===== config.mk =====
export PLATFORM = sky130hd
export DESIGN_NAME = decode_queue_flat
export DESIGN_NICKNAME = d
export VERILOG_FILES = /design/src/rtl/decode_queue_if.sv /design/src/rtl/decode_queue.sv /design/src/flat_wrapper.sv
export SDC_FILE = /design/constraint.sdc
export NUM_CORES = 1
export LEC_CHECK = 0
export CAP_MARGIN = 20
export CORE_UTILIZATION = 58
export CTS_BUF_LIST = sky130_fd_sc_hd__clkbuf_4
export DETAILED_ROUTE_END_ITERATION = 10
export PLACE_DENSITY = 0.85
export SETUP_SLACK_MARGIN = 0.05
export SLEW_MARGIN = 20
export SYNTH_ARGS = -nofsm -noshare
export SYNTH_HDL_FRONTEND = slang
export SYNTH_SLANG_ARGS = --single-unit

===== constraint.sdc =====
create_clock -name clk_i -period 14.6 [get_ports clk_i]
set_input_delay 2.92 -clock clk_i [delete_from_list [all_inputs] [get_ports clk_i]]
set_output_delay 2.92 -clock clk_i [all_outputs]
set_load 0.03 [all_outputs]

===== src/rtl/decode_queue_if.sv =====
// decode_queue_if: decode-stage control types plus the fetch/execute handshake bundle
package decode_queue_pkg;
    typedef enum logic [3:0] {
        ALU_NONE, ALU_ADD, ALU_SUB, ALU_XOR, ALU_OR, ALU_AND, ALU_SLL, ALU_SRL,
        ALU_SRA, ALU_SLT, ALU_SLTU, ALU_SEQ, ALU_SNE, ALU_SGE, ALU_SGEU
    } ex_func;
    typedef enum logic [1:0] {RS1_VALUE, RS1_PC, RS1_ZERO} rs1_sel;
    typedef enum logic {RS2_VALUE, IMM_VALUE} rs2_sel;
    typedef enum logic [1:0] {WB_SRC_NONE, WB_SRC_ALU, WB_SRC_MEM, WB_SRC_PC4} wb_source_type;
    typedef enum logic [1:0] {PC_SRC_NONE, PC_SRC_PC_IMM, PC_SRC_RS1_IMM} wb_pc_source_type;
    typedef struct packed {
        ex_func           func;
        rs1_sel           a_sel;
        rs2_sel           b_sel;
        logic             mw;
        logic             mr;
        logic             wb;
        wb_source_type    wsrc;
        wb_pc_source_type psrc;
        logic             ill;
    } ctrl_t;
    localparam ctrl_t CTRL_NOP = '{func: ALU_NONE, a_sel: RS1_VALUE, b_sel: RS2_VALUE, mw: 1'b0,
                                   mr: 1'b0, wb: 1'b0, wsrc: WB_SRC_NONE, psrc: PC_SRC_NONE, ill: 1'b0};
    localparam ctrl_t CTRL_ILL = '{func: ALU_NONE, a_sel: RS1_VALUE, b_sel: RS2_VALUE, mw: 1'b0,
                                   mr: 1'b0, wb: 1'b0, wsrc: WB_SRC_NONE, psrc: PC_SRC_NONE, ill: 1'b1};
endpackage

interface decode_queue_if #(parameter int XLEN = 32, parameter int QUEUE_DEPTH = 4);
    import decode_queue_pkg::*;
    logic                         flush_i;
    logic                         in_valid_i;
    logic                         in_ready_o;
    logic [31:0]                  in_instr_i;
    logic [XLEN-1:0]              in_pc_i;
    logic                         out_valid_o;
    logic                         out_ready_i;
    logic [XLEN-1:0]              out_pc_o;
    logic [31:0]                  out_instr_o;
    logic [4:0]                   out_rd_o;
    logic [4:0]                   out_rs1_o;
    logic [4:0]                   out_rs2_o;
    ex_func                       ex_func_o;
    rs1_sel                       rs1_sel_o;
    rs2_sel                       rs2_sel_o;
    logic                         memwrite_en_o;
    logic                         memread_en_o;
    logic                         wb_en_o;
    wb_source_type                wb_src_o;
    wb_pc_source_type             wb_pc_src_o;
    logic                         illegal_o;
    logic [$clog2(QUEUE_DEPTH):0] count_o;
    modport slave (
        input  flush_i, in_valid_i, in_instr_i, in_pc_i, out_ready_i,
        output in_ready_o, out_valid_o, out_pc_o, out_instr_o, out_rd_o, out_rs1_o, out_rs2_o,
               ex_func_o, rs1_sel_o, rs2_sel_o, memwrite_en_o, memread_en_o, wb_en_o,
               wb_src_o, wb_pc_src_o, illegal_o, count_o
    );
    modport master (
        output flush_i, in_valid_i, in_instr_i, in_pc_i, out_ready_i,
        input  in_ready_o, out_valid_o, out_pc_o, out_instr_o, out_rd_o, out_rs1_o, out_rs2_o,
               ex_func_o, rs1_sel_o, rs2_sel_o, memwrite_en_o, memread_en_o, wb_en_o,
               wb_src_o, wb_pc_src_o, illegal_o, count_o
    );
endinterface


===== src/rtl/decode_queue.sv =====
// decode_queue: instruction FIFO + decoder + output register; DECODE_BYPASS_EN lets an empty queue feed the output directly
module decode_queue import decode_queue_pkg::*; #(
    parameter int XLEN        = 32,
    parameter int QUEUE_DEPTH = 4
) (
    input logic          clk_i,
    input logic          rst_i,
    decode_queue_if.slave q
);
    localparam int PW = $clog2(QUEUE_DEPTH);
    localparam int CW = PW + 1;
    typedef struct packed {
        logic [XLEN-1:0] pc;
        logic [31:0]     instr;
    } entry_t;

    entry_t        mem_q [QUEUE_DEPTH];
    entry_t        mem_d [QUEUE_DEPTH];
    logic [PW-1:0] rd_ptr_q, rd_ptr_d, wr_ptr_q, wr_ptr_d;
    logic [CW-1:0] count_q, count_d;
    logic          out_valid_q, out_valid_d;
    entry_t        out_q, out_d;
    ctrl_t         ctrl_q, ctrl_d;
    entry_t        in_entry, src;
    logic          in_ready, can_load, push_ok, bypass, pop, push_fifo, load;

    function automatic ex_func alu_op(input logic [2:0] f3, input logic alt);
        return f3 == 3'b000 ? (alt ? ALU_SUB : ALU_ADD) :
               f3 == 3'b001 ? ALU_SLL :
               f3 == 3'b010 ? ALU_SLT :
               f3 == 3'b011 ? ALU_SLTU :
               f3 == 3'b100 ? ALU_XOR :
               f3 == 3'b101 ? (alt ? ALU_SRA : ALU_SRL) :
               f3 == 3'b110 ? ALU_OR : ALU_AND;
    endfunction

    function automatic ctrl_t decode(input logic [31:0] i);
        ctrl_t      c;
        logic       ok;
        logic [2:0] f3;
        logic [6:0] f7;
        f3 = i[14:12];
        f7 = i[31:25];
        c  = CTRL_NOP;
        ok = 1'b0;
        case (i[6:0])
            7'b0110111, 7'b0010111: begin
                ok = 1'b1; c.func = ALU_ADD; c.a_sel = i[5] ? RS1_ZERO : RS1_PC;
                c.b_sel = IMM_VALUE; c.wb = 1'b1; c.wsrc = WB_SRC_ALU;
            end
            7'b1101111: begin
                ok = 1'b1; c.func = ALU_ADD; c.a_sel = RS1_PC; c.b_sel = IMM_VALUE;
                c.wb = 1'b1; c.wsrc = WB_SRC_PC4; c.psrc = PC_SRC_PC_IMM;
            end
            7'b1100111: begin
                ok = f3 == 3'b000; c.func = ALU_ADD; c.b_sel = IMM_VALUE;
                c.wb = 1'b1; c.wsrc = WB_SRC_PC4; c.psrc = PC_SRC_RS1_IMM;
            end
            7'b1100011: begin
                ok = f3[2:1] != 2'b01; c.psrc = PC_SRC_PC_IMM;
                c.func = f3 == 3'b000 ? ALU_SEQ : f3 == 3'b001 ? ALU_SNE :
                         f3 == 3'b100 ? ALU_SLT : f3 == 3'b101 ? ALU_SGE :
                         f3 == 3'b110 ? ALU_SLTU : ALU_SGEU;
            end
            7'b0000011: begin
                ok = f3 != 3'b011 && f3[2:1] != 2'b11; c.func = ALU_ADD; c.b_sel = IMM_VALUE;
                c.mr = 1'b1; c.wb = 1'b1; c.wsrc = WB_SRC_MEM;
            end
            7'b0100011: begin
                ok = !f3[2] && f3[1:0] != 2'b11; c.func = ALU_ADD; c.b_sel = IMM_VALUE; c.mw = 1'b1;
            end
            7'b0010011: begin
                ok = f3 == 3'b001 ? f7 == 7'h00 : f3 == 3'b101 ? (f7 == 7'h00 || f7 == 7'h20) : 1'b1;
                c.func = alu_op(f3, f3 == 3'b101 && i[30]); c.b_sel = IMM_VALUE;
                c.wb = 1'b1; c.wsrc = WB_SRC_ALU;
            end
            7'b0110011: begin
                ok = f7 == 7'h00 || (f7 == 7'h20 && (f3 == 3'b000 || f3 == 3'b101));
                c.func = alu_op(f3, i[30]); c.wb = 1'b1; c.wsrc = WB_SRC_ALU;
            end
            7'b0001111, 7'b1110011: ok = 1'b1;
            default: ok = 1'b0;
        endcase
        return (ok && i[1:0] == 2'b11) ? c : CTRL_ILL;
    endfunction

    assign in_entry  = '{pc: q.in_pc_i, instr: q.in_instr_i};
    assign in_ready  = count_q != CW'(QUEUE_DEPTH);
    assign push_ok   = q.in_valid_i && in_ready && !q.flush_i;
    assign can_load  = (!out_valid_q || q.out_ready_i) && !q.flush_i;
`ifdef DECODE_BYPASS_EN
    assign bypass    = push_ok && count_q == '0 && can_load;
`else
    assign bypass    = 1'b0;
`endif
    assign pop       = count_q != '0 && can_load;
    assign push_fifo = push_ok && !bypass;
    assign load      = pop || bypass;
    assign src       = bypass ? in_entry : mem_q[rd_ptr_q];

    // next-state for queue storage, pointers, occupancy and the decoded output register
    always_comb begin
        mem_d       = mem_q;
        rd_ptr_d    = rd_ptr_q;
        wr_ptr_d    = wr_ptr_q;
        count_d     = count_q;
        out_valid_d = out_valid_q;
        out_d       = out_q;
        ctrl_d      = ctrl_q;
        if (q.flush_i) begin
            rd_ptr_d    = '0;
            wr_ptr_d    = '0;
            count_d     = '0;
            out_valid_d = 1'b0;
        end else begin
            if (push_fifo) begin
                mem_d[wr_ptr_q] = in_entry;
                wr_ptr_d        = wr_ptr_q + PW'(1);
            end
            rd_ptr_d    = pop ? rd_ptr_q + PW'(1) : rd_ptr_q;
            count_d     = count_q + CW'(push_fifo) - CW'(pop);
            out_valid_d = load || (out_valid_q && !q.out_ready_i);
            out_d       = load ? src : out_q;
            ctrl_d      = load ? decode(src.instr) : ctrl_q;
        end
    end

    // state registers; reset clears everything without waiting for a clock
    always_ff @(posedge clk_i or posedge rst_i) begin
        if (rst_i) begin
            mem_q       <= '{default: '0};
            rd_ptr_q    <= '0;
            wr_ptr_q    <= '0;
            count_q     <= '0;
            out_valid_q <= 1'b0;
            out_q       <= '0;
            ctrl_q      <= CTRL_NOP;
        end else begin
            mem_q       <= mem_d;
            rd_ptr_q    <= rd_ptr_d;
            wr_ptr_q    <= wr_ptr_d;
            count_q     <= count_d;
            out_valid_q <= out_valid_d;
            out_q       <= out_d;
            ctrl_q      <= ctrl_d;
        end
    end

    assign q.in_ready_o    = in_ready;
    assign q.count_o       = count_q;
    assign q.out_valid_o   = out_valid_q;
    assign q.out_pc_o      = out_q.pc;
    assign q.out_instr_o   = out_q.instr;
    assign q.out_rd_o      = out_q.instr[11:7];
    assign q.out_rs1_o     = out_q.instr[19:15];
    assign q.out_rs2_o     = out_q.instr[24:20];
    assign q.ex_func_o     = ctrl_q.func;
    assign q.rs1_sel_o     = ctrl_q.a_sel;
    assign q.rs2_sel_o     = ctrl_q.b_sel;
    assign q.memwrite_en_o = ctrl_q.mw;
    assign q.memread_en_o  = ctrl_q.mr;
    assign q.wb_en_o       = ctrl_q.wb;
    assign q.wb_src_o      = ctrl_q.wsrc;
    assign q.wb_pc_src_o   = ctrl_q.psrc;
    assign q.illegal_o     = ctrl_q.ill;
endmodule


===== src/flat_wrapper.sv =====
// flat-port wrapper written by rule: the top's interface ports become plain ports
module decode_queue_flat import decode_queue_pkg::*;
#(
    parameter int XLEN        = 32,
    parameter int QUEUE_DEPTH = 4
)
  (clk_i, rst_i, q_flush_i, q_in_valid_i, q_in_instr_i, q_in_pc_i, q_out_ready_i, q_in_ready_o, q_out_valid_o, q_out_pc_o, q_out_instr_o, q_out_rd_o, q_out_rs1_o, q_out_rs2_o, q_ex_func_o, q_rs1_sel_o, q_rs2_sel_o, q_memwrite_en_o, q_memread_en_o, q_wb_en_o, q_wb_src_o, q_wb_pc_src_o, q_illegal_o, q_count_o);
  decode_queue_if #(.XLEN(XLEN), .QUEUE_DEPTH(QUEUE_DEPTH)) q_i ();
  input logic clk_i;
  input logic rst_i;
  input wire logic [$bits(q_i.flush_i)-1:0] q_flush_i;
  input wire logic [$bits(q_i.in_valid_i)-1:0] q_in_valid_i;
  input wire logic [$bits(q_i.in_instr_i)-1:0] q_in_instr_i;
  input wire logic [$bits(q_i.in_pc_i)-1:0] q_in_pc_i;
  input wire logic [$bits(q_i.out_ready_i)-1:0] q_out_ready_i;
  output wire logic [$bits(q_i.in_ready_o)-1:0] q_in_ready_o;
  output wire logic [$bits(q_i.out_valid_o)-1:0] q_out_valid_o;
  output wire logic [$bits(q_i.out_pc_o)-1:0] q_out_pc_o;
  output wire logic [$bits(q_i.out_instr_o)-1:0] q_out_instr_o;
  output wire logic [$bits(q_i.out_rd_o)-1:0] q_out_rd_o;
  output wire logic [$bits(q_i.out_rs1_o)-1:0] q_out_rs1_o;
  output wire logic [$bits(q_i.out_rs2_o)-1:0] q_out_rs2_o;
  output wire logic [$bits(q_i.ex_func_o)-1:0] q_ex_func_o;
  output wire logic [$bits(q_i.rs1_sel_o)-1:0] q_rs1_sel_o;
  output wire logic [$bits(q_i.rs2_sel_o)-1:0] q_rs2_sel_o;
  output wire logic [$bits(q_i.memwrite_en_o)-1:0] q_memwrite_en_o;
  output wire logic [$bits(q_i.memread_en_o)-1:0] q_memread_en_o;
  output wire logic [$bits(q_i.wb_en_o)-1:0] q_wb_en_o;
  output wire logic [$bits(q_i.wb_src_o)-1:0] q_wb_src_o;
  output wire logic [$bits(q_i.wb_pc_src_o)-1:0] q_wb_pc_src_o;
  output wire logic [$bits(q_i.illegal_o)-1:0] q_illegal_o;
  output wire logic [$bits(q_i.count_o)-1:0] q_count_o;
  assign q_i.flush_i = q_flush_i;
  assign q_i.in_valid_i = q_in_valid_i;
  assign q_i.in_instr_i = q_in_instr_i;
  assign q_i.in_pc_i = q_in_pc_i;
  assign q_i.out_ready_i = q_out_ready_i;
  assign q_in_ready_o = q_i.in_ready_o;
  assign q_out_valid_o = q_i.out_valid_o;
  assign q_out_pc_o = q_i.out_pc_o;
  assign q_out_instr_o = q_i.out_instr_o;
  assign q_out_rd_o = q_i.out_rd_o;
  assign q_out_rs1_o = q_i.out_rs1_o;
  assign q_out_rs2_o = q_i.out_rs2_o;
  assign q_ex_func_o = q_i.ex_func_o;
  assign q_rs1_sel_o = q_i.rs1_sel_o;
  assign q_rs2_sel_o = q_i.rs2_sel_o;
  assign q_memwrite_en_o = q_i.memwrite_en_o;
  assign q_memread_en_o = q_i.memread_en_o;
  assign q_wb_en_o = q_i.wb_en_o;
  assign q_wb_src_o = q_i.wb_src_o;
  assign q_wb_pc_src_o = q_i.wb_pc_src_o;
  assign q_illegal_o = q_i.illegal_o;
  assign q_count_o = q_i.count_o;
  decode_queue #(.XLEN(XLEN), .QUEUE_DEPTH(QUEUE_DEPTH)) u_core (.clk_i(clk_i), .rst_i(rst_i), .q(q_i));
endmodule

## After elaboration in Yosys (flattened, before gate mapping)

Index checks and enable logic that the tools add are counted.

- $add $sub $neg: 4
- Magnitude comparators: 3
- Equal/unequal tests: 24
- Muxes and demuxes: 47
- Bitwise logic cells: 3
- Reductions and logical operators: 34

Operators with widths:

| cell | count |
|---|---|
| bitwise mux 256 bit | 1 |
| two-way mux 64 bit | 3 |
| binary-select mux 64 bit (select 2 bit) | 1 |
| demux 64 bit (select 2 bit) | 1 |
| two-way mux 4 bit | 18 |
| == test 7 x 6 -> 1 bit (second input constant) | 4 |
| == test 7 bit (second input constant) | 4 |
| case mux 4 bit (4 select lines) | 1 |
| two-way mux 15 bit | 1 |
| == test 7 x 5 -> 1 bit (second input constant) | 2 |
| two-way mux 2 bit | 7 |
| logical AND 1 bit | 11 |
| == test 3 bit (second input constant) | 3 |
| case mux 3 bit (3 select lines) | 1 |
| two-way mux 1 bit | 8 |
| case mux 2 bit (2 select lines) | 2 |
| == test 7 x 2 -> 1 bit (second input constant) | 1 |
| == test 7 x 4 -> 1 bit (second input constant) | 1 |
| logical NOT 7 bit | 1 |
| case mux 1 bit (7 select lines) | 1 |
| OR reduction 7 bit | 1 |
| == test 3 x 2 -> 1 bit (second input constant) | 2 |
| greater-or-equal comparator 3 bit (second input constant) | 2 |
| two-way mux 3 bit | 2 |
| other kinds (22) | 36 |

- Flip-flop bits (word level): 343
- Input bits: 69
- Output and inout port bits: 99
- Logic and storage cells: 138

## Depth between registers and ports, before layout

Gate-level depths: netlist of run 1.

- Word-level depth: 15
- Mapped depth: 12
- Gate-level depth less buffers: 11

## Least setup slack after synthesis of run 1

OpenSTA, ideal clock, no wires.

- Path kind: input port to flip-flop
- From: in q_flush_i
- To: reg u_core.count_q[2], in the netlist u_core.q.count_o[2]
- Library setup time: 0.131 ns
- Arrival time: 4.878 ns
- Required time: 14.469 ns
- Slack: 9.591 ns
- Stages on the path: 11
- Path buffers: 2
- Cells stage by stage: clkbuf_1 -> nand2b_1 -> inv_2 -> clkbuf_1 -> ha_1 -> inv_1 -> ha_1 -> fa_1 -> xnor2_1 -> xnor2_1 -> nor2_1

- Longest elaborated chain between the ends: 5
- Elaborated cells between the ends (all ways): 7
- Classes of those cells: 2 x add/sub; 1 x mux; 4 x reduce/logical

Ends and longest elaborated chain:

| what | line | text |
|---|---|---|
| start: declaration | flat_wrapper.sv:11 | `input wire logic [$bits(q_i.flush_i)-1:0] q_flush_i;` |
| logical NOT 1 bit | decode_queue.sv:89, decode_queue.sv:90 |  |
| logical AND 1 bit, on equally long branches | decode_queue.sv:89, decode_queue.sv:90 |  |
| adder 3 x 1 -> 3 bit or logical AND 1 bit (tied branches) | decode_queue.sv:121, decode_queue.sv:96 |  |
| subtractor 3 x 1 -> 3 bit | decode_queue.sv:121 | `count_d = count_q + CW'(push_fifo) - CW'(pop);` |
| two-way mux 3 bit (*) | decode_queue.sv:110 | `if (q.flush_i) begin` |
| via u_core.count_d[2] | decode_queue.sv:20 | `logic [CW-1:0] count_q, count_d;` |
| end signal: assignment | decode_queue.sv:142 | `count_q <= count_d;` |
| end: declaration | decode_queue.sv:20 |  |

Mark *: on every way through the listed nets, which the timed path passes. The rest lies on a longest branch.
A chain may end at the register's enable or synchronous reset.

## Worst setup path after layout of run 1

- From: in q_out_ready_i
- To: reg u_core.ctrl_q, in the netlist u_core.q.ex_func_o[2]

- Longest elaborated chain between the ends: 4

Ends and longest elaborated chain:

| what | line | text |
|---|---|---|
| start: declaration | flat_wrapper.sv:15 | `input wire logic [$bits(q_i.out_ready_i)-1:0] q_out_ready_i;` |
| logical OR 1 bit | decode_queue.sv:90 | `assign can_load = (!out_valid_q \|\| q.out_ready_i) && !q.flush_i;` |
| logical AND 1 bit | decode_queue.sv:90 |  |
| logical AND 1 bit | decode_queue.sv:96 | `assign pop = count_q != '0 && can_load;` |
| AND reduction 2 bit (no line) | -- |  |
| end signal: assignment | decode_queue.sv:145 | `ctrl_q <= ctrl_d;` |
| end: declaration | decode_queue.sv:23 | `ctrl_t ctrl_q, ctrl_d;` |

No other way between the ends.

==> metrics.md, run 1 <==
| Metric | Value |
|---|---|
| Outcome | `complete, no violations` |
| Hold Fails Final Rpt | `0` |
| Largest net degree at the start of global routing | `between 100 and 150` |
| Clock buffer depth | `3` |
| Final setup viols | `0` |
| Ys Warns | `0` |
| Core Area | `between 20000 and 30000 um^2` |
| Root buf cell | `clkbuf_4` |
| H-tree Lvls | `3` |
| Commonest non-fill, non-tap cells in the layout | `dfrtp_1, mux2_2, nand2_1` |
| Clk_skew | `0.0338 ns` |
| Mapped Nets | `1148` |
| Number of DRC markers in iteration 0 | `456` |
| HP Start | `u_core.q.rs2_sel_o$_DFFE_PP0P_` |
| Number of buffers created by CTS | `88` |
| Gr ovfl total | `0` |
| Post-synthesis sequential area ratio | `57.6%` |
| Initial Util | `59.2%` |
| Layout cell share with drive strength beyond 1 | `37.4%` |
| Combinational power share | `a little under two fifths` |
| Internal Power | `between 2 and 3 mW` |
| CTS Hold Bufs | `0` |
| Synth area leader | `dfrtp_1` |
| Reg area | `about 8600 um^2` |
| Worst path required time | `roughly 15 ns` |
| I/O pins | `168` |
| Switching Share | `34.6%` |
| Min-delay worst type | `register to register` |
| Footprint of the multi-input gates | `~5900 um^2` |
| Vias | `9255` |
| Worst Hold Depth | `2` |
| FMAX | `183 MHz` |
| Reg-to-reg startpoint | `u_core.rd_ptr_q[1]$_DFFE_PP0P_` |
| Slew @ Worst Pin | `between 1 and 1.5 ns` |
| Number of global-route vias before repair | `9932` |
| DRT antenna net count | `0` |
| Setup bufs post-CTS | `0` |
| Layout fillers | `1728` |
| Cell Pwr Density | `218 nW/um^2` |
| Static Leak | `just over 8 nW` |
| DRT Pass-1 Iters | `4` |
| Synth cell types | `46` |
| Most common cell after layout, fill and taps aside | `dfrtp_1` |
| Syn Inst Count | `between 1000 and 1500` |
| Max-slew headroom | `27.3%` |
| Die ar. | `26300 um^2` |
| Top cells by area, synth | `dfrtp_1, mux2_2, mux4_2` |
| CTS tree | `done` |
| CP Max Fanout | `85` |
| Die width | `~160 um` |
| Syn_area_per_cell | `13.9 um^2` |
| Setup Crit Path Kind | `primary input to register` |
| Clock power frac | `20.3%` |
| Final worst-path cycle share | `37.4%` |
| CTS Sinks | `around 340` |
| Worst reg2reg path depth | `8` |
| Synth Cell Area | `14900 um^2` |
| Vias per cell | `between 5 and 6` |
| Clock slew at reported path FFs | `0.06 ns` |
| CP max-delay cell | `buf_4` |
| CP Depth | `9` |
| Setup crit start | `q_out_ready_i` |
| Nets | `1336` |
| Startpoint class of the critical path | `primary input` |
| GRT Overall Usage | `approximately a quarter` |
| Flops & latches, synth | `343` |
| Post-DP HPWL | `17.8 mm` |
| Max-cap violations | `0` |
| Final GP Congestion | `~0.8` |
| Count of pins over their slew limit | `0` |
| CP top delay family | `buffers and inverters` |
| VDD IR max | `0.000155 V` |
| Critical path's largest stage delay | `0.67 ns` |
| Post-route DRC | `0` |
| Aggregate negative setup slack | `0 ns` |
| First-pass GRT wire length | `50.3 mm` |
| Design Power | `3.88 mW` |
| Nature of the critical path endpoint | `register` |
| Buffers plus inverters on the worst setup path | `4` |
| Power share of the sequential group | `41.7%` |
| RSZ-0062 raised after global routing | `false` |
| Sw power | `approximately 1.3 mW` |
| Die Ht | `162 um` |
| Post-CTS resize count | `0` |
| Initial antenna violation count | `1` |
| Clk_lat worst skew | `between 0.6 and 0.7 ns` |
| PortBufs | `167` |
| Final WL | `about 30 mm` |
| Cell breakdown of the critical path | `clkdlybuf4s50_1, inv_1, a21oi_1, nand2b_4, inv_2, buf_4, nand2_1, or3_1, o21ai_2` |
| Synthesis-to-layout area growth | `19.5%` |
| Critical Path AT | `between 6 and 7 ns` |
| Post-synth top area share | `57.6%` |
| Tmin final | `5.45 ns` |
| # rows | `58` |
| WL/cell | `about 18 um` |
[sequential cells by signal (all words and copies together), names as in the netlist]
| register | flops |
|---|---|
| u_core.q.memread_en_o | 1 |
| u_core.mem_q | 256 |
| u_core.q.rs2_sel_o | 1 |
| u_core.rd_ptr_q | 2 |
| u_core.q.wb_src_o | 2 |
| u_core.q.out_instr_o | 32 |
| u_core.q.rs1_sel_o | 2 |
| u_core.q.illegal_o | 1 |
| u_core.wr_ptr_q | 2 |
| u_core.q.wb_pc_src_o | 2 |
| u_core.q.out_pc_o | 32 |
| u_core.q.wb_en_o | 1 |
| u_core.q.memwrite_en_o | 1 |
| u_core.q.out_valid_o | 1 |
| u_core.q.count_o | 3 |
| u_core.q.ex_func_o | 4 |
[power by group through the flow]
| stage | sequential [mW] | combinational, mW | clock [mW] |
|---|---|---|---|
| after global placement | 1.61 | 1.44 | 0 |
| after floorplan | 1.68 | 0.989 | 0 |
| after CTS | 1.62 | 1.49 | 0.810 |
| after global routing | 1.67 | 1.60 | 0.867 |
| final | 1.62 | 1.48 | 0.786 |
| after detailed placement | 1.63 | 1.48 | 0 |
[cell families after synthesis]
| kind of cell | share of synthesized area (%) |
|---|---|
| DFF | 57.6 |
| muxes | 29.1 |
| and+or+nand+nor | 6.81 |
| buffers and inverters | 2.95 |
| AOI/OAI and AO/OA | 2.64 |
| adders and majority gates | 0.638 |
| xor gates and xnor gates | 0.294 |
[worst min-delay path, delay by kind of cell, from the launching register on]
kind            cells  cell delay [ns]
compound gates      1             0.05
flops               1             0.34
simple gates        1             0.06
[final cells by class]
class	count	share of cell area, %
Multi-Input combinational cell	640	33.2
Tap cell	330	2.32
Timing Repair Buffer	174	9.79
Antenna cell	3	0.0422
Inverter	13	0.316
Clock buffer	135	5.69
Clock inverter	14	0.344
Sequential cell	343	48.2
[Yosys cell counts (all sizes together)]
| library cell | count |
|---|---|
| ha | 6 |
| a31oi | 2 |
| clkbuf | 37 |
| nand2 | 219 |
| inv | 13 |
| buf | 39 |
| a22oi | 4 |
| nand4 | 1 |
| a21o | 1 |
| o22ai | 2 |
| a21oi | 9 |
| xor2 | 1 |
| a211oi | 3 |
| and4bb | 1 |
| nor3b | 1 |
| mux4 | 64 |
| nor2b | 6 |
| o41ai | 1 |
| dfrtp | 343 |
| nor2 | 9 |
| o21bai | 1 |
| nand2b | 3 |
| mux2 | 257 |
| and2b | 1 |
| fa | 1 |
| and2 | 1 |
| and3b | 1 |
| o32ai | 1 |
| nand3 | 5 |
| o31a | 1 |
| a221oi | 1 |
| xnor2 | 4 |
| nor4 | 1 |
| o31ai | 8 |
| or3 | 1 |
| nor3 | 2 |
| o21ai | 20 |
| and3 | 1 |
[metal layers]
| metal | GRT usage [%] | vias up | routed length, um |
|---|---|---|---|
| met1 | 32.6 | 4774 | 13000 |
| met5 | 0 | - | 0 |
| met3 | 5.49 | 31 | 1850 |
| met2 | 40.5 | 258 | 15100 |
| met4 | 8.06 | 0 | 342 |
| li1 | - | 4192 | - |
[final timing paths]
path                            slack (ns)                                  end
worst min register to register        0.48       u_core.q.rs2_sel_o$_DFFE_PP0P_
max in group asynchronous             9.59       u_core.rd_ptr_q[0]$_DFFE_PP0P_
worst max register to register       10.67  u_core.q.wb_pc_src_o[1]$_DFFE_PP0P_
min in group asynchronous             2.86     u_core.q.out_pc_o[0]$_DFFE_PP0P_
worst min-delay path                  0.48       u_core.q.rs2_sel_o$_DFFE_PP0P_
worst max-delay path                  9.15    u_core.q.ex_func_o[2]$_DFFE_PP0P_
[per-stage QoR]
stage	hold slack (ns)	utilization, %	instances	area (um^2)	setup slack, ns
floorplan	0.474	-	1072	14900	2.17
global placement	0.463	66.3	1499	16700	8.54
detailed placement	0.464	66.3	1499	16700	8.40
CTS	0.479	70.6	1648	17800	9.13
global route	0.498	70.7	1652	17800	8.92
finish	0.476	70.7	1652	17800	9.15
(Power assumes the default switching activity.)
==> run 2, diff against run 1 <==
--- a/config.mk
+++ b/config.mk
@@ -6,10 +6,10 @@
 export NUM_CORES = 1
 export LEC_CHECK = 0
 export CAP_MARGIN = 20
-export CORE_UTILIZATION = 58
+export CORE_UTILIZATION = 53
 export CTS_BUF_LIST = sky130_fd_sc_hd__clkbuf_4
 export DETAILED_ROUTE_END_ITERATION = 10
-export PLACE_DENSITY = 0.85
+export PLACE_DENSITY = 0.82
 export SETUP_SLACK_MARGIN = 0.05
 export SLEW_MARGIN = 20
 export SYNTH_ARGS = -nofsm -noshare
==> constraint.sdc (replaced) <==
create_clock -name clk_i -period 4.66 [get_ports clk_i]
set_input_delay 0.932 -clock clk_i [delete_from_list [all_inputs] [get_ports clk_i]]
set_output_delay 0.932 -clock clk_i [all_outputs]
set_load 0.03 [all_outputs]
==> run 2 against run 1 <==
Net effect: critical path depth is 2 lower; worst hold slack worse by 0.0010 ns; via count stayed put; clock skew is 0.0031 ns higher; die area is 9.3% higher; worst setup slack worse by 7.7 ns; cell count is 3.2% higher; power grew to 3.2 times the previous value; clock power grew to 3.2 times the previous value; non-clock buffer count is 8 higher; utilization is 5.8 points lower.
==> metrics.md, run 2 (synthesis results as in run 1) <==
| Metric | Value |
|---|---|
| Final WL | `30.8 mm (+1.6%)` |
| GRT Overall Usage | `22.4% (-2.2 points)` |
| Post-route DRC | `0 (unchanged)` |
| CTS Hold Bufs | `0 (unchanged)` |
| CP top delay family | `flip-flops` |
| Worst R2R End | `u_core.q.wb_pc_src_o[1]$_DFFE_PP0P_` |
| Nature of the critical path endpoint | `register` |
| Core Area | `27700 um^2 (+10%)` |
| CTS tree | `done` |
| HP Start | `u_core.q.out_instr_o[27]$_DFFE_PP0P_` |
| I/O pins | `168 (unchanged)` |
| Clk_lat worst skew | `0.67 ns (-0.02 ns)` |
| Startpoint class of the critical path | `register` |
| Gr ovfl total | `0 (unchanged)` |
| Hold Fails Final Rpt | `0 (unchanged)` |
| Synthesis-to-layout area growth | `20.6%` |
| # rows | `61 (+5.2%)` |
| Hold Crit Endpoint | `u_core.q.out_instr_o[27]$_DFFE_PP0P_` |
| Final setup viols | `0 (unchanged)` |
| H-tree Lvls | `3 (unchanged)` |
| Vias per cell | `5.43 (-3.1%)` |
| Worst path required time | `5.21 ns (-9.98 ns)` |
| Largest net degree at the start of global routing | `114 (-20%)` |
| Worst reg2reg path depth | `7 (-1)` |
| CP Max Fanout | `30 (-65%)` |
| R2R setup slack | `1.44 ns (-9.23 ns)` |
| Layout fillers | `2082 (+20%)` |
| First-pass GRT wire length | `50.3 mm (-0.14%)` |
| Vias | `9255 (unchanged)` |
| Clk_skew | `0.0368 ns (+0.00305 ns)` |
| Setup Crit Path Kind | `register to register` |
| FMAX | `311 MHz` |
| Min-delay worst type | `register to register` |
| Layout cell share with drive strength beyond 1 | `37.6% (+0.21 points)` |
| CP Depth | `7 (-2)` |
| Post-CTS resize count | `0 (unchanged)` |
| CP max-delay cell | `dfrtp_4` |
| Most flops, register | `u_core.mem_q` |
| Number of DRC markers in iteration 0 | `561 (+23%)` |
| Reg-to-reg startpoint | `u_core.rd_ptr_q[1]$_DFFE_PP0P_` |
| Worst Hold Depth | `2 (unchanged)` |
| Design Power | `12.3 mW (+220%)` |
| Max-slew headroom | `29.3% (+2.0 points)` |
| Max-cap violations | `0 (unchanged)` |
| Die width | `170 um (+4.6%)` |
| DRT Pass-1 Iters | `4 (unchanged)` |
| VDD IR max | `0.000540 V (+250%)` |
| Critical Path AT | `3.77 ns (-2.28 ns)` |
| Clock slew at reported path FFs | `0.06 ns (about the same)` |
| Buffers plus inverters on the worst setup path | `1 (-3)` |
| Slew @ Worst Pin | `1.06 ns (-0.0297 ns)` |
| Critical path's largest stage delay | `0.85 ns (+0.18 ns)` |
| Number of buffers created by CTS | `89 (+1.1%)` |
| Count of pins over their slew limit | `0 (unchanged)` |
| Initial antenna violation count | `2 (+1)` |
| Most common cell after layout, fill and taps aside | `dfrtp_1` |
| Root buf cell | `clkbuf_4` |
| Final worst-path cycle share | `69.1%` |
| Setup bufs post-CTS | `0 (unchanged)` |
| DRT antenna net count | `0 (unchanged)` |
| PortBufs | `167 (unchanged)` |
| Post-DP HPWL | `18.8 mm (+5.2%)` |
| Nets | `1345 (+0.67%)` |
| Cell breakdown of the critical path | `mux4_2, and4bb_1, a22oi_2, o31ai_2, a221oi_2, buf_4, o41ai_1` |
| Cell Pwr Density | `682 nW/um^2 (+210%)` |
| Clock buffer depth | `3 (unchanged)` |
| RSZ-0062 raised after global routing | `false` |
| WL/cell | `18.1 um (-1.6%)` |
| Layout Utilization | `64.9% (-5.8 points)` |
| Die ar. | `28800 um^2 (+9.3%)` |
| CTS Sinks | `343 (unchanged)` |
| Max FFs per register | `256 (unchanged)` |
| Commonest non-fill, non-tap cells in the layout | `dfrtp_1, mux2_2, nand2_1` |
| Outcome | `complete, no violations` |
| Static Leak | `8.24 nW (+0.65%)` |
| Number of global-route vias before repair | `9810 (-1.2%)` |
| Final GP Congestion | `0.826 (+2.2%)` |
| Final hold slack | `0.475 ns (-0.00104 ns)` |
| Initial Util | `53.8% (-5.4 points)` |
| Tmin final | `3.22 ns` |
| Die Ht | `170 um (+4.6%)` |
run 2: changes by cell type in the layout (fill, tap and decap cells not counted), sizes merged:
cell	previous run	this run
buf	7	15
bufinv	0	2
clkinv	8	10
clkinvlp	2	1
diode	3	2
inv	17	12
run 2: worst max-delay path by stage:
stage | from | endpoint | slack (ns)
3_3_place_gp | q_flush_i | u_core.mem_q[90]$_DFFE_PP0P_ | 1.27
3_5_place_dp | q_flush_i | u_core.mem_q[65]$_DFFE_PP0P_ | 1.14
5_1_grt | u_core.rd_ptr_q[1]$_DFFE_PP0P_ | u_core.q.wb_pc_src_o[1]$_DFFE_PP0P_ | 1.26
2_1_floorplan | rst_i | u_core.mem_q[0]$_DFFE_PP0P_ | -0.86
6_report | u_core.rd_ptr_q[1]$_DFFE_PP0P_ | u_core.q.wb_pc_src_o[1]$_DFFE_PP0P_ | 1.44
4_1_cts | u_core.rd_ptr_q[1]$_DFFE_PP0P_ | u_core.q.wb_pc_src_o[1]$_DFFE_PP0P_ | 1.40
run 2: stage by stage:
step	instance area, um^2	TNS (ns)	instances	setup slack (ns)
2_1_floorplan	14900	-295.15	1072	-0.861
3_3_place_gp	16900	0	1556	1.27
3_5_place_dp	16900	0	1556	1.14
4_1_cts	18000	0	1703	1.40
5_1_grt	18000	0	1705	1.26
6_report	18000	0	1705	1.44
run 2: tightest hold or removal path, cell delays in order, from the launching register on:
cell and delay (ns):
dfrtp_1 0.34, nand2_1 0.05, nand2_1 0.06
run 2: metal layers:
| metal | up-vias | track usage [%] | part of all wire, % |
|---|---|---|---|
| met2 | 250 | 36.1 | 49 |
| met3 | 40 | 5.18 | 5.8 |
| li1 | 4209 | - | - |
| met4 | 2 | 8.15 | 1.6 |
| met5 | - | 0 | 0.032 |
| met1 | 4754 | 29.8 | 44 |
run 2: area by class of cell:
cell class | instances | area [um^2] | area share [%]
multi-input cells | 640 | 5920 | 32.9
flip-flops and latches | 343 | 8590 | 47.8
inverters | 13 | 52.6 | 0.292
clock inverters | 12 | 100 | 0.557
clock buffers | 135 | 1010 | 5.64
well taps | 378 | 473 | 2.63
diodes | 2 | 5.00 | 0.0278
repair buffers | 182 | 1820 | 10.1
run 2: report_power, final:
group / leakage (nW) / switching, mW / total [mW] / internal (mW)
clock network: 0.670 / 1.14 / 2.55 / 1.41
logic: 3.23 / 2.32 / 4.71 / 2.39
registers: 4.34 / 0.747 / 5.00 / 4.25
total: 8.24 / 4.20 / 12.3 / 8.06
==> run 3, diff against run 2 <==
--- a/config.mk
+++ b/config.mk
@@ -6,10 +6,10 @@
 export NUM_CORES = 1
 export LEC_CHECK = 0
 export CAP_MARGIN = 20
-export CORE_UTILIZATION = 53
+export CORE_UTILIZATION = 58
 export CTS_BUF_LIST = sky130_fd_sc_hd__clkbuf_4
 export DETAILED_ROUTE_END_ITERATION = 10
-export PLACE_DENSITY = 0.82
+export PLACE_DENSITY = 0.85
 export SETUP_SLACK_MARGIN = 0.05
 export SLEW_MARGIN = 20
 export SYNTH_ARGS = -nofsm -noshare
==> constraint.sdc (replaced) <==
create_clock -name clk_i -period 3.03 [get_ports clk_i]
set_input_delay 0.606 -clock clk_i [delete_from_list [all_inputs] [get_ports clk_i]]
set_output_delay 0.606 -clock clk_i [all_outputs]
set_load 0.03 [all_outputs]
==> run 3 against run 2 <==
Net effect: combinational power grew 60%; critical path depth unchanged; maximum frequency increased by 14%; cell count fell by 1.9%; count of clock-buffer cells in the layout is 7 lower; worst hold slack worse by 0.18 ns; clock skew increased by 0.0094 ns; final area up 1.0%; via count grew 2.0%; global-route usage grew 3.7 points; worst setup slack worse by 1.2 ns; largest cell class unchanged.
==> metrics.md, run 3 (synthesis results as in run 1) <==
| Metric | Value |
|---|---|
| Max-cap violations | `0 (unchanged)` |
| Reg area | `8590 um^2 (unchanged)` |
| Footprint of the multi-input gates | `5920 um^2 (unchanged)` |
| Largest net degree at the start of global routing | `85 (-25%)` |
| Layout fillers | `1654 (-21%)` |
| Most common cell after layout, fill and taps aside | `dfrtp_1` |
| Layout cell share with drive strength beyond 1 | `38.3% (+0.74 points)` |
| CP Max Fanout | `17 (-43%)` |
| Gr ovfl total | `0 (unchanged)` |
| Max-slew headroom | `33.2% (+3.9 points)` |
| Final WL | `32.2 mm (+4.6%)` |
| Clock buffer depth | `3 (unchanged)` |
| Die width | `162 um (-4.4%)` |
| Core Area | `25200 um^2 (-9.1%)` |
| Initial Util | `59.2% (+5.4 points)` |
| Max FFs per register | `256 (unchanged)` |
| Number of buffers created by CTS | `87 (-2.2%)` |
| Hold Fails Final Rpt | `0 (unchanged)` |
| H-tree Lvls | `3 (unchanged)` |
| Number of DRC markers in iteration 0 | `639 (+14%)` |
| Worst R2R End | `u_core.q.wb_pc_src_o[1]$_DFFE_PP0P_` |
| Die ar. | `26300 um^2 (-8.5%)` |
| Critical Path AT | `3.40 ns (-0.37 ns)` |
| Final design area excluding fillers | `18200 um^2 (+1.0%)` |
| Post-CTS resize count | `0 (unchanged)` |
| CTS Sinks | `343 (unchanged)` |
| Final GP Congestion | `0.825 (-0.13%)` |
| Most flops, register | `u_core.mem_q` |
| GRT Overall Usage | `26.0% (+3.7 points)` |
| Clk_lat worst skew | `0.70 ns (+0.03 ns)` |
| Count of pins over their slew limit | `0 (unchanged)` |
| Nature of the critical path endpoint | `register` |
| CTS Hold Bufs | `0 (unchanged)` |
| Die Ht | `162 um (-4.4%)` |
| Post-DP HPWL | `20.6 mm (+9.8%)` |
| DRT Pass-1 Iters | `5 (+1)` |
| R2R setup slack | `0.21 ns (-1.23 ns)` |
| Tmin final | `2.82 ns (-0.398 ns)` |
| I/O pins | `168 (unchanged)` |
| Synthesis-to-layout area growth | `21.8%` |
| Number of global-route vias before repair | `10400 (+5.8%)` |
| Vias | `9438 (+2.0%)` |
| FMAX | `354 MHz (+14%)` |
| Commonest non-fill, non-tap cells in the layout | `dfrtp_1, mux2_2, nand2_1` |
| Worst path required time | `3.60 ns (-1.61 ns)` |
| Min-delay worst type | `primary input to asynchronous set/reset pin` |
| Startpoint class of the critical path | `register` |
| # rows | `58 (-4.9%)` |
| Setup Crit Path Kind | `register to register` |
| Final hold slack | `0.295 ns (-0.180 ns)` |
| Clock slew at reported path FFs | `0.07 ns (about the same)` |
| VDD IR max | `0.000593 V (+9.7%)` |
| PortBufs | `167 (unchanged)` |
| Outcome | `complete, no violations` |
| Cell Pwr Density | `1040 nW/um^2 (+52%)` |
| DRT antenna net count | `0 (unchanged)` |
| First-pass GRT wire length | `53.2 mm (+5.9%)` |
| Vias per cell | `5.64 (+4.0%)` |
| Final setup viols | `0 (unchanged)` |
| Post-route DRC | `0 (unchanged)` |
| Root buf cell | `clkbuf_4` |
| Setup bufs post-CTS | `0 (unchanged)` |
| Final worst-path cycle share | `93.1% (+24 points)` |
| Dpl cell area | `17100 um^2 (+1.7%)` |
| Clk_skew | `0.0462 ns (+0.00942 ns)` |
| Initial antenna violation count | `1 (-1)` |
| RSZ-0062 raised after global routing | `false` |
| CTS tree | `done` |
| Reg-to-reg startpoint | `u_core.rd_ptr_q[1]$_DFFE_PP0P_` |
| Slew @ Worst Pin | `1.00 ns (-0.0589 ns)` |
| Static Leak | `8.36 nW (+1.5%)` |
| WL/cell | `19.3 um (+6.7%)` |
| Worst reg2reg path depth | `7 (unchanged)` |
| Nets | `1365 (+1.5%)` |
==> run 3: worst max-delay path by stage <==
stage | from | end | slack, ns | cells after the start
floorplan | rst_i | u_core.mem_q[0]$_DFFE_PP0P_ | -2.16 | 1
global placement | q_in_valid_i | u_core.mem_q[82]$_DFFE_PP0P_ | 0.20 | 6
finish | u_core.rd_ptr_q[1]$_DFFE_PP0P_ | u_core.q.wb_pc_src_o[1]$_DFFE_PP0P_ | 0.21 | 7
CTS | u_core.rd_ptr_q[1]$_DFFE_PP0P_ | u_core.q.wb_pc_src_o[1]$_DFFE_PP0P_ | 0.18 | 7
detailed placement | q_out_ready_i | u_core.q.count_o[2]$_DFF_PP0_ | 0.14 | 12
global route | u_core.rd_ptr_q[1]$_DFFE_PP0P_ | u_core.q.wb_pc_src_o[1]$_DFFE_PP0P_ | 0.06 | 9
==> run 3: layout make-up <==
type / instances / share of cell area, %
timing repair buffer: 204 / 11.9
antenna: 1 / 0.0138
clock buffer: 128 / 5.29
clock inverter: 13 / 0.331
inverter: 13 / 0.289
tap: 330 / 2.27
multi-input combinational: 640 / 32.6
sequential: 343 / 47.3
==> run 3: layer usage <==
metal / track usage (%) / wire length [um] / up-vias
li1: - / - / 4249
met1: 33.2 / 13300 / 4879
met2: 43.8 / 16500 / 259
met3: 6.08 / 1770 / 51
met4: 9.01 / 627 / 0
met5: 0 / 0 / -
==> run 3: critical path: stages (launching register included) <==
cell and delay (ns):
dfrtp_4 0.65, mux4_2 0.69, and4bb_1 0.43, a22oi_2 0.08, o31ai_2 0.21, a221oi_2 0.10
buf_4 0.20, o41ai_1 0.32
==> run 3: per-stage QoR <==
stage,TNS [ns],cells,total power [mW],util [%],worst slack (ns)
4_1_cts,0,1671,19.0,72.1,0.175
3_5_place_dp,0,1530,15.3,68.1,0.145
6_report,0,1672,18.9,72.1,0.209
2_1_floorplan,-742.42,1072,12.9,-,-2.16
5_1_grt,0,1672,20.0,72.1,0.0611
3_3_place_gp,0,1530,14.9,68.1,0.202
==> run 3: power breakdown <==
part / internal, mW / leakage, nW / switching (mW)
logic: 3.81 / 3.41 / 3.72
clock network: 1.91 / 0.610 / 1.76
registers: 6.55 / 4.34 / 1.13
total: 12.3 / 8.36 / 6.61
